## src/rtl/regfile_arb_pkg.sv

```systemverilog
// Shared types and constants for the register-file write arbiter.
//   gnt_e      : which requester owns the write port this cycle
//   host_req_t : one buffered host write (address + data) at default widths
//   TRIG_AD_T0 : register written by a trigger event (t0)
package regfile_arb_pkg;

  localparam int unsigned ARB_WAD    = 5;
  localparam int unsigned ARB_WD     = 32;
  localparam int unsigned TRIG_AD_T0 = 5;

  typedef enum logic [1:0] {
    GNT_NONE = 2'd0,
    GNT_CORE = 2'd1,
    GNT_TRIG = 2'd2,
    GNT_HOST = 2'd3
  } gnt_e;

  typedef struct packed {
    logic [ARB_WAD-1:0] ad;
    logic [ARB_WD-1:0]  data;
  } host_req_t;

endpackage

```

## src/rtl/regfile_write_arbiter_if.sv

```systemverilog
// Bus bundle around the register-file write arbiter.
//   master : writeback stage / trigger source / host side (drives requests)
//   slave  : the arbiter (drives the register-file write port and status)
// Signals: WbRegWrite/WbAd/WbData, TRIGGER, HostValid/HostReady/HostAd/HostData,
//          Stall, RegWrite/AdInReg/DInReg, HostLevel, TrigPending.
interface regfile_write_arbiter_if #(
  parameter int unsigned WAD   = 5,
  parameter int unsigned WD    = 32,
  parameter int unsigned DEPTH = 4
);
  localparam int unsigned LW = $clog2(DEPTH) + 1;

  logic           WbRegWrite;
  logic [WAD-1:0] WbAd;
  logic [WD-1:0]  WbData;
  logic           TRIGGER;
  logic           HostValid;
  logic           HostReady;
  logic [WAD-1:0] HostAd;
  logic [WD-1:0]  HostData;
  logic           Stall;
  logic           RegWrite;
  logic [WAD-1:0] AdInReg;
  logic [WD-1:0]  DInReg;
  logic [LW-1:0]  HostLevel;
  logic           TrigPending;

  modport master (
    output WbRegWrite, WbAd, WbData, TRIGGER, HostValid, HostAd, HostData,
    input  HostReady, Stall, RegWrite, AdInReg, DInReg, HostLevel, TrigPending
  );

  modport slave (
    input  WbRegWrite, WbAd, WbData, TRIGGER, HostValid, HostAd, HostData,
    output HostReady, Stall, RegWrite, AdInReg, DInReg, HostLevel, TrigPending
  );

endinterface

```

## src/rtl/regfile_wr_fifo.sv

```systemverilog
// Synchronous FIFO buffering host register writes.
//   clk, rst   : clock, synchronous active-high reset (empties the FIFO)
//   push, din  : enqueue (ignored when full)
//   pop, dout  : dequeue (ignored when empty); dout shows the head entry
//   full, empty, level : occupancy status
module regfile_wr_fifo #(
  parameter int unsigned DEPTH = 4,
  parameter int unsigned W     = 37
) (
  input  logic                     clk,
  input  logic                     rst,
  input  logic                     push,
  input  logic                     pop,
  input  logic [W-1:0]             din,
  output logic [W-1:0]             dout,
  output logic                     full,
  output logic                     empty,
  output logic [$clog2(DEPTH):0]   level
);
  localparam int unsigned AW = $clog2(DEPTH);
  localparam int unsigned LW = AW + 1;

  logic [W-1:0]  mem_q [DEPTH];
  logic [W-1:0]  mem_d [DEPTH];
  logic [AW-1:0] wr_ptr_q, wr_ptr_d;
  logic [AW-1:0] rd_ptr_q, rd_ptr_d;
  logic [LW-1:0] level_q, level_d;
  logic          do_push, do_pop;

  assign full    = (level_q == LW'(DEPTH));
  assign empty   = (level_q == '0);
  assign level   = level_q;
  assign dout    = mem_q[rd_ptr_q];
  assign do_push = push && !full;
  assign do_pop  = pop && !empty;

  // Pointer/storage update; pointers wrap naturally since DEPTH is a power of two
  always_comb begin
    mem_d    = mem_q;
    wr_ptr_d = wr_ptr_q;
    rd_ptr_d = rd_ptr_q;
    level_d  = level_q + LW'(do_push) - LW'(do_pop);
    if (do_push) begin
      mem_d[wr_ptr_q] = din;
      wr_ptr_d        = wr_ptr_q + AW'(1);
    end
    if (do_pop) begin
      rd_ptr_d = rd_ptr_q + AW'(1);
    end
  end

  always_ff @(posedge clk) begin
    if (rst) begin
      wr_ptr_q <= '0;
      rd_ptr_q <= '0;
      level_q  <= '0;
    end else begin
      wr_ptr_q <= wr_ptr_d;
      rd_ptr_q <= rd_ptr_d;
      level_q  <= level_d;
    end
  end

  // Storage needs no reset: entries are only read once written
  always_ff @(posedge clk) begin
    mem_q <= mem_d;
  end

endmodule

```

## src/rtl/regfile_write_arbiter.sv

```systemverilog
// Shares the register file's single write port among core writeback (highest
// priority), trigger events (write 1 to t0) and a FIFO-buffered host port.
// A starve counter forces a one-cycle pipeline Stall so pending trigger/host
// writes cannot wait forever behind back-to-back core writes.
//   clk, rst : clock, synchronous active-high reset
//   bus      : slave side of regfile_write_arbiter_if (requests in,
//              RegWrite/AdInReg/DInReg, HostReady, Stall, HostLevel, TrigPending out)
module regfile_write_arbiter
  import regfile_arb_pkg::*;
#(
  parameter int unsigned WAD        = ARB_WAD,
  parameter int unsigned WD         = ARB_WD,
  parameter int unsigned DEPTH      = 4,
  parameter int unsigned MAX_STARVE = 8,
  parameter int unsigned TRIG_AD    = TRIG_AD_T0
) (
  input logic                    clk,
  input logic                    rst,
  regfile_write_arbiter_if.slave bus
);
  localparam int unsigned LW = $clog2(DEPTH) + 1;
  localparam int unsigned PW = WAD + WD;
  localparam int unsigned CW = $clog2(MAX_STARVE + 1);

  logic           fifo_full, fifo_empty, fifo_push, fifo_pop;
  logic [LW-1:0]  fifo_level;
  logic [PW-1:0]  fifo_dout;
  logic           host_ready_c;

  gnt_e           gnt_c;
  logic [WAD-1:0] wr_ad_c;
  logic [WD-1:0]  wr_data_c;
  logic           pending_c, nc_gnt_c;

  logic           trig_pend_q, trig_pend_d;
  logic [CW-1:0]  starve_q, starve_d;
  logic           stall_q, stall_d;

  // Ready depends only on registered occupancy and reset, never on HostValid
  assign host_ready_c = !fifo_full && !rst;
  assign fifo_push    = bus.HostValid && host_ready_c;
  assign fifo_pop     = (gnt_c == GNT_HOST);

  regfile_wr_fifo #(
    .DEPTH (DEPTH),
    .W     (PW)
  ) u_fifo (
    .clk   (clk),
    .rst   (rst),
    .push  (fifo_push),
    .pop   (fifo_pop),
    .din   ({bus.HostAd, bus.HostData}),
    .dout  (fifo_dout),
    .full  (fifo_full),
    .empty (fifo_empty),
    .level (fifo_level)
  );

  // Grant selection: core unless stalled, then trigger, then host FIFO head
  always_comb begin
    gnt_c     = GNT_NONE;
    wr_ad_c   = '0;
    wr_data_c = '0;
    if (!rst) begin
      if (bus.WbRegWrite && !stall_q) begin
        gnt_c = GNT_CORE;
      end else if (trig_pend_q) begin
        gnt_c = GNT_TRIG;
      end else if (!fifo_empty) begin
        gnt_c = GNT_HOST;
      end
    end
    case (gnt_c)
      GNT_CORE: begin
        wr_ad_c   = bus.WbAd;
        wr_data_c = bus.WbData;
      end
      GNT_TRIG: begin
        wr_ad_c   = WAD'(TRIG_AD);
        wr_data_c = WD'(1);
      end
      GNT_HOST: begin
        wr_ad_c   = fifo_dout[PW-1:WD];
        wr_data_c = fifo_dout[WD-1:0];
      end
      default: ;
    endcase
  end

  // Trigger latch and starve counter next state
  always_comb begin
    pending_c   = trig_pend_q || !fifo_empty;
    nc_gnt_c    = (gnt_c == GNT_TRIG) || (gnt_c == GNT_HOST);
    trig_pend_d = bus.TRIGGER || (trig_pend_q && (gnt_c != GNT_TRIG));
    starve_d    = starve_q;
    if (!pending_c || nc_gnt_c) begin
      starve_d = '0;
    end else if (starve_q < CW'(MAX_STARVE)) begin
      starve_d = starve_q + CW'(1);
    end
    // Stall the cycle after the counter hits its limit; the forced grant then clears it
    stall_d = (starve_d == CW'(MAX_STARVE));
  end

  always_ff @(posedge clk) begin
    if (rst) begin
      trig_pend_q <= 1'b0;
      starve_q    <= '0;
      stall_q     <= 1'b0;
    end else begin
      trig_pend_q <= trig_pend_d;
      starve_q    <= starve_d;
      stall_q     <= stall_d;
    end
  end

  // Writes to x0 are consumed but never reach the register file
  assign bus.RegWrite    = (gnt_c != GNT_NONE) && (wr_ad_c != '0);
  assign bus.AdInReg     = wr_ad_c;
  assign bus.DInReg      = wr_data_c;
  assign bus.HostReady   = host_ready_c;
  // Status is held at its reset value while rst is asserted
  assign bus.Stall       = stall_q && !rst;
  assign bus.TrigPending = trig_pend_q && !rst;
  assign bus.HostLevel   = rst ? '0 : fifo_level;

endmodule

```

## src/flat_wrapper.sv

```systemverilog
// flat-port wrapper written by rule: the top's interface ports become plain ports
module regfile_write_arbiter_flat import regfile_arb_pkg::*;
#(
  parameter int unsigned WAD        = ARB_WAD,
  parameter int unsigned WD         = ARB_WD,
  parameter int unsigned DEPTH      = 4,
  parameter int unsigned MAX_STARVE = 8,
  parameter int unsigned TRIG_AD    = TRIG_AD_T0
)
  (clk, rst, bus_WbRegWrite, bus_WbAd, bus_WbData, bus_TRIGGER, bus_HostValid, bus_HostAd, bus_HostData, bus_HostReady, bus_Stall, bus_RegWrite, bus_AdInReg, bus_DInReg, bus_HostLevel, bus_TrigPending);
  regfile_write_arbiter_if #(.WAD(WAD), .WD(WD), .DEPTH(DEPTH)) bus_i ();
  input logic clk;
  input logic rst;
  input wire logic [$bits(bus_i.WbRegWrite)-1:0] bus_WbRegWrite;
  input wire logic [$bits(bus_i.WbAd)-1:0] bus_WbAd;
  input wire logic [$bits(bus_i.WbData)-1:0] bus_WbData;
  input wire logic [$bits(bus_i.TRIGGER)-1:0] bus_TRIGGER;
  input wire logic [$bits(bus_i.HostValid)-1:0] bus_HostValid;
  input wire logic [$bits(bus_i.HostAd)-1:0] bus_HostAd;
  input wire logic [$bits(bus_i.HostData)-1:0] bus_HostData;
  output wire logic [$bits(bus_i.HostReady)-1:0] bus_HostReady;
  output wire logic [$bits(bus_i.Stall)-1:0] bus_Stall;
  output wire logic [$bits(bus_i.RegWrite)-1:0] bus_RegWrite;
  output wire logic [$bits(bus_i.AdInReg)-1:0] bus_AdInReg;
  output wire logic [$bits(bus_i.DInReg)-1:0] bus_DInReg;
  output wire logic [$bits(bus_i.HostLevel)-1:0] bus_HostLevel;
  output wire logic [$bits(bus_i.TrigPending)-1:0] bus_TrigPending;
  assign bus_i.WbRegWrite = bus_WbRegWrite;
  assign bus_i.WbAd = bus_WbAd;
  assign bus_i.WbData = bus_WbData;
  assign bus_i.TRIGGER = bus_TRIGGER;
  assign bus_i.HostValid = bus_HostValid;
  assign bus_i.HostAd = bus_HostAd;
  assign bus_i.HostData = bus_HostData;
  assign bus_HostReady = bus_i.HostReady;
  assign bus_Stall = bus_i.Stall;
  assign bus_RegWrite = bus_i.RegWrite;
  assign bus_AdInReg = bus_i.AdInReg;
  assign bus_DInReg = bus_i.DInReg;
  assign bus_HostLevel = bus_i.HostLevel;
  assign bus_TrigPending = bus_i.TrigPending;
  regfile_write_arbiter #(.WAD(WAD), .WD(WD), .DEPTH(DEPTH), .MAX_STARVE(MAX_STARVE), .TRIG_AD(TRIG_AD)) u_core (.clk(clk), .rst(rst), .bus(bus_i));
endmodule
```

## config.mk

```make
export PLATFORM = sky130hd
export DESIGN_NAME = regfile_write_arbiter_flat
export DESIGN_NICKNAME = d
export VERILOG_FILES = /design/src/rtl/regfile_arb_pkg.sv /design/src/rtl/regfile_write_arbiter_if.sv /design/src/rtl/regfile_wr_fifo.sv /design/src/rtl/regfile_write_arbiter.sv /design/src/flat_wrapper.sv
export SDC_FILE = /design/constraint.sdc
export NUM_CORES = 1
export LEC_CHECK = 0
export BUFFER_PORTS_ARGS = -buffer_cell sky130_fd_sc_hd__buf_2
export CORE_MARGIN = 2
export CORE_UTILIZATION = 50
export CTS_CLUSTER_DIAMETER = 30
export DETAILED_ROUTE_END_ITERATION = 8
export GPL_ROUTABILITY_DRIVEN = 0
export PLACE_DENSITY = 0.8
export RECOVER_POWER = 100
export SLEW_MARGIN = 20
export SYNTH_ARGS = -nofsm -noshare
export SYNTH_HDL_FRONTEND = slang
export SYNTH_SLANG_ARGS = --single-unit
```

## constraint.sdc

```tcl
create_clock -name clk -period 2.7 [get_ports clk]
set_clock_uncertainty 0.05 [all_clocks]
set_input_delay 0 -clock clk [delete_from_list [all_inputs] [get_ports clk]]
set_output_delay 0 -clock clk [all_outputs]
set_load 0.005 [all_outputs]
```

==> impl_metrics.tcl <==
set metrics [dict create \
    status "completed" \
    min_period_ps 2520 \
    hold_class "primary input to register" \
    leakage_nw 2.846 \
    synth_cell_type_count 35 \
    hpwl_um 8046 \
    r2r_slack_ps 310 \
    worst-path-max-fanout 10 \
    dieArea_um2 13840 \
    slowest_delay_ps 670 \
    hold_buffers 39 \
    areaGrowthSynthToFinish_pct 27.82 \
    cp.required_ps 2650 \
    post-cts-setup-buffer-count 0 \
    wirelength_um 12550 \
    portBuffers 122 \
    design.core.area_um2 12620 \
    fin_nets 594 \
    cap_violations 0 \
    syn-num-nets 417 \
    seq_area_frac_synth_pct 72.85 \
    die_height_um 117.6 \
    synth_flop_cell "edfxtp_1" \
    critical_path_arrival_ps 2470 \
    relSlewSlack_pct 40.66 \
    min_to "u_core.u_fifo.wr_ptr_q[1]$_SDFFE_PP0P_" \
    rr_worst_depth 11 \
    synth-seq-cells 161 \
    grt_pass1_vias 3982 \
    start_kind "register" \
    syn_area_um2 6457 \
    slew_viol_final 0 \
    synth_common_cells "edfxtp_1 (148), a22o_1 (33), mux4_2 (33)" \
    drc 0 \
    synth_top_area_share_pct 68.82 \
    tritoncts "built" \
    h-tree-depth 4 \
    synthMostInstantiatedCell "edfxtp_1" \
    holdPathStages 6 \
    grtUsageTotal_pct 19.12 \
    min_from "bus_HostValid" \
    grt_antenna_before_repair 1 \
    fmax_ghz 0.3968 \
    critPathCaptureType "output pin" \
    stdcell_count 693 \
    viasPerCell 5.315 \
    wire_per_inst_um 18.10 \
    setup_ws_ps 179.7 \
    r2r-start "u_core.u_fifo.level[1]$_SDFF_PP0_" \
    drive_gt1_share_pct 26.92 \
    worst_pin_slew_ps 890.1 \
    power_density_nw_per_um2 765.1 \
    synth_edf_count 148 \
    synth_async_sr_flop_share_pct 0 \
    whs_ps 144.2 \
    fin_tns_setup_ps 0 \
    finalHoldViolCount 0 \
    yosysTopAreaCell "edfxtp_1" \
    drtIter0Drc 258 \
    post_cts_resized 0 \
    cts_buffers 17 \
    grt_setup_unrepaired "no" \
    ant_nets 0 \
    gr-total-overflow 0 \
    setup_viol 0 \
    rows 41 \
    avgSynthCellArea_um2 19.57 \
    p_total_mw 6.315 \
    fill_cells 931 \
    synth.area.top_cells "edfxtp_1 (69%), mux4_2 (12%), a22o_1 (4.5%)" \
    r2r-end "u_core.u_fifo.level[2]$_SDFF_PP0_" \
    grt_max_degree 34 \
    firstDrtPassIters 6 \
    cts_sinks 161 \
    crit_slowest_cell "mux4_1" \
    initial_core_util_pct 51.17 \
    place_ws_ps 287.3 \
    vias 3683 \
    irDropWorstVdd_v 0.0005537 \
    synth_cells 330 \
    cts_root_buf "clkbuf_16" \
    crit_type "register to output pin" \
    crit_path_cell_trace "mux4_1 > or3_1 > o2bb2ai_1 > a211o_1 > clkbuf_1" \
    clk_latency_ps 400 \
    place.detailed.instances 621 \
    cts_buffer_depth 2 \
    grt_pass1_wl_um 20170 \
    synth_warnings 0 \
    io_pins 123 \
    cts.reportedPaths.clkPinSlew_ps 60 \
    fp.dieW_um 117.6 \
    fin_crit_sh_pct 93.34 \
]
-- per-layer routing --
layer	vias to the layer above	GRT usage (%)	wire, µm
met2	125	32.12	6451
met1	1833	23.91	5275
met5	-	0	0
met4	0	5.949	107
li1	1715	-	-
met3	10	5.911	712
-- logic make-up after synthesis --
| logic type | count (synthesis) | synth area share [%] |
|---|---|---|
| compound gates | 49 | 6.065 |
| xor+xnor | 7 | 0.9494 |
| fa+ha+maj | 8 | 1.666 |
| buf+inv | 25 | 1.628 |
| flops | 161 | 72.85 |
| mux | 38 | 13.29 |
| simple gates | 42 | 3.546 |
-- area by class of cell --
| cell class | instances | area [µm²] | area share [%] |
|---|---|---|---|
| Antenna cell | 1 | 2.502 | 0.03032 |
| Inverter | 7 | 26.28 | 0.3183 |
| Clock inverter | 11 | 161.4 | 1.955 |
| Multi-Input combinational cell | 144 | 1662 | 20.13 |
| Timing Repair Buffer | 176 | 1040 | 12.60 |
| Clock buffer | 21 | 440.4 | 5.336 |
| Tap cell | 172 | 215.2 | 2.607 |
| Sequential cell | 161 | 4707 | 57.03 |
-- worst max-delay path: cells and delay by family (launching register included) --
family / cells / cell delay (ps)
muxes: 1 / 670
and+or+nand+nor: 1 / 380
DFF: 1 / 500
buffers and inverters: 1 / 100
AOI/OAI and AO/OA: 2 / 410
-- how the worst max path moves through the flow --
stage	from	to	slack, ps
after floorplan	u_core.u_fifo.level[1]$_SDFF_PP0_	u_core.u_fifo.level[2]$_SDFF_PP0_	90
after global placement	u_core.u_fifo.level[1]$_SDFF_PP0_	u_core.u_fifo.level[2]$_SDFF_PP0_	440
after detailed placement	u_core.u_fifo.level[1]$_SDFF_PP0_	u_core.u_fifo.level[2]$_SDFF_PP0_	290
after CTS	u_core.u_fifo.rd_ptr_q[0]$_SDFFE_PP0P_	bus_RegWrite	140
after global routing	rst	u_core.stall_q$_SDFF_PP0_	40
final	u_core.u_fifo.rd_ptr_q[0]$_SDFFE_PP0P_	bus_RegWrite	180
-- per-stage QoR --
stage	instance area (µm²)	utilization [%]
after floorplan	6457	-
after global placement	7376	58.45
after detailed placement	7376	58.45
after CTS	8368	66.31
after global routing	8254	65.41
final	8254	65.41
-- report_power, final --
part | total, mW | internal (mW) | switching [mW]
sequential | 2.95 | 2.87 | 0.0785
clock | 2.42 | 1.54 | 0.881
combinational | 0.948 | 0.490 | 0.458
-- sequential cells by signal, summed over array words and instances, names as in the netlist --
| name | cells |
|---|---|
| u_core.u_fifo.level | 3 |
| u_core.stall_q | 1 |
| u_core.trig_pend_q | 1 |
| u_core.starve_q | 4 |
| u_core.u_fifo.mem_q | 148 |
| u_core.u_fifo.rd_ptr_q | 2 |
| u_core.u_fifo.wr_ptr_q | 2 |
-- cell usage in the layout (no fill, tap or decap), types with 5 or more instances in the layout --
cell | synthesis | routed
dfxtp_1 | 13 | 11
ha_1 | 7 | 7
nor2_1 | 15 | 15
clkbuf_16 | 0 | 17
clkbuf_1 | 12 | 67
dlygate4sd3_1 | 0 | 39
inv_1 | 7 | 7
nor3_1 | 5 | 5
buf_4 | 0 | 6
a21oi_1 | 5 | 5
mux4_2 | 33 | 33
edfxtp_1 | 148 | 148
a22o_1 | 33 | 33
buf_2 | 3 | 61
nor2b_1 | 8 | 8
xnor2_1 | 5 | 5
Power figures use the tool's default switching activity.
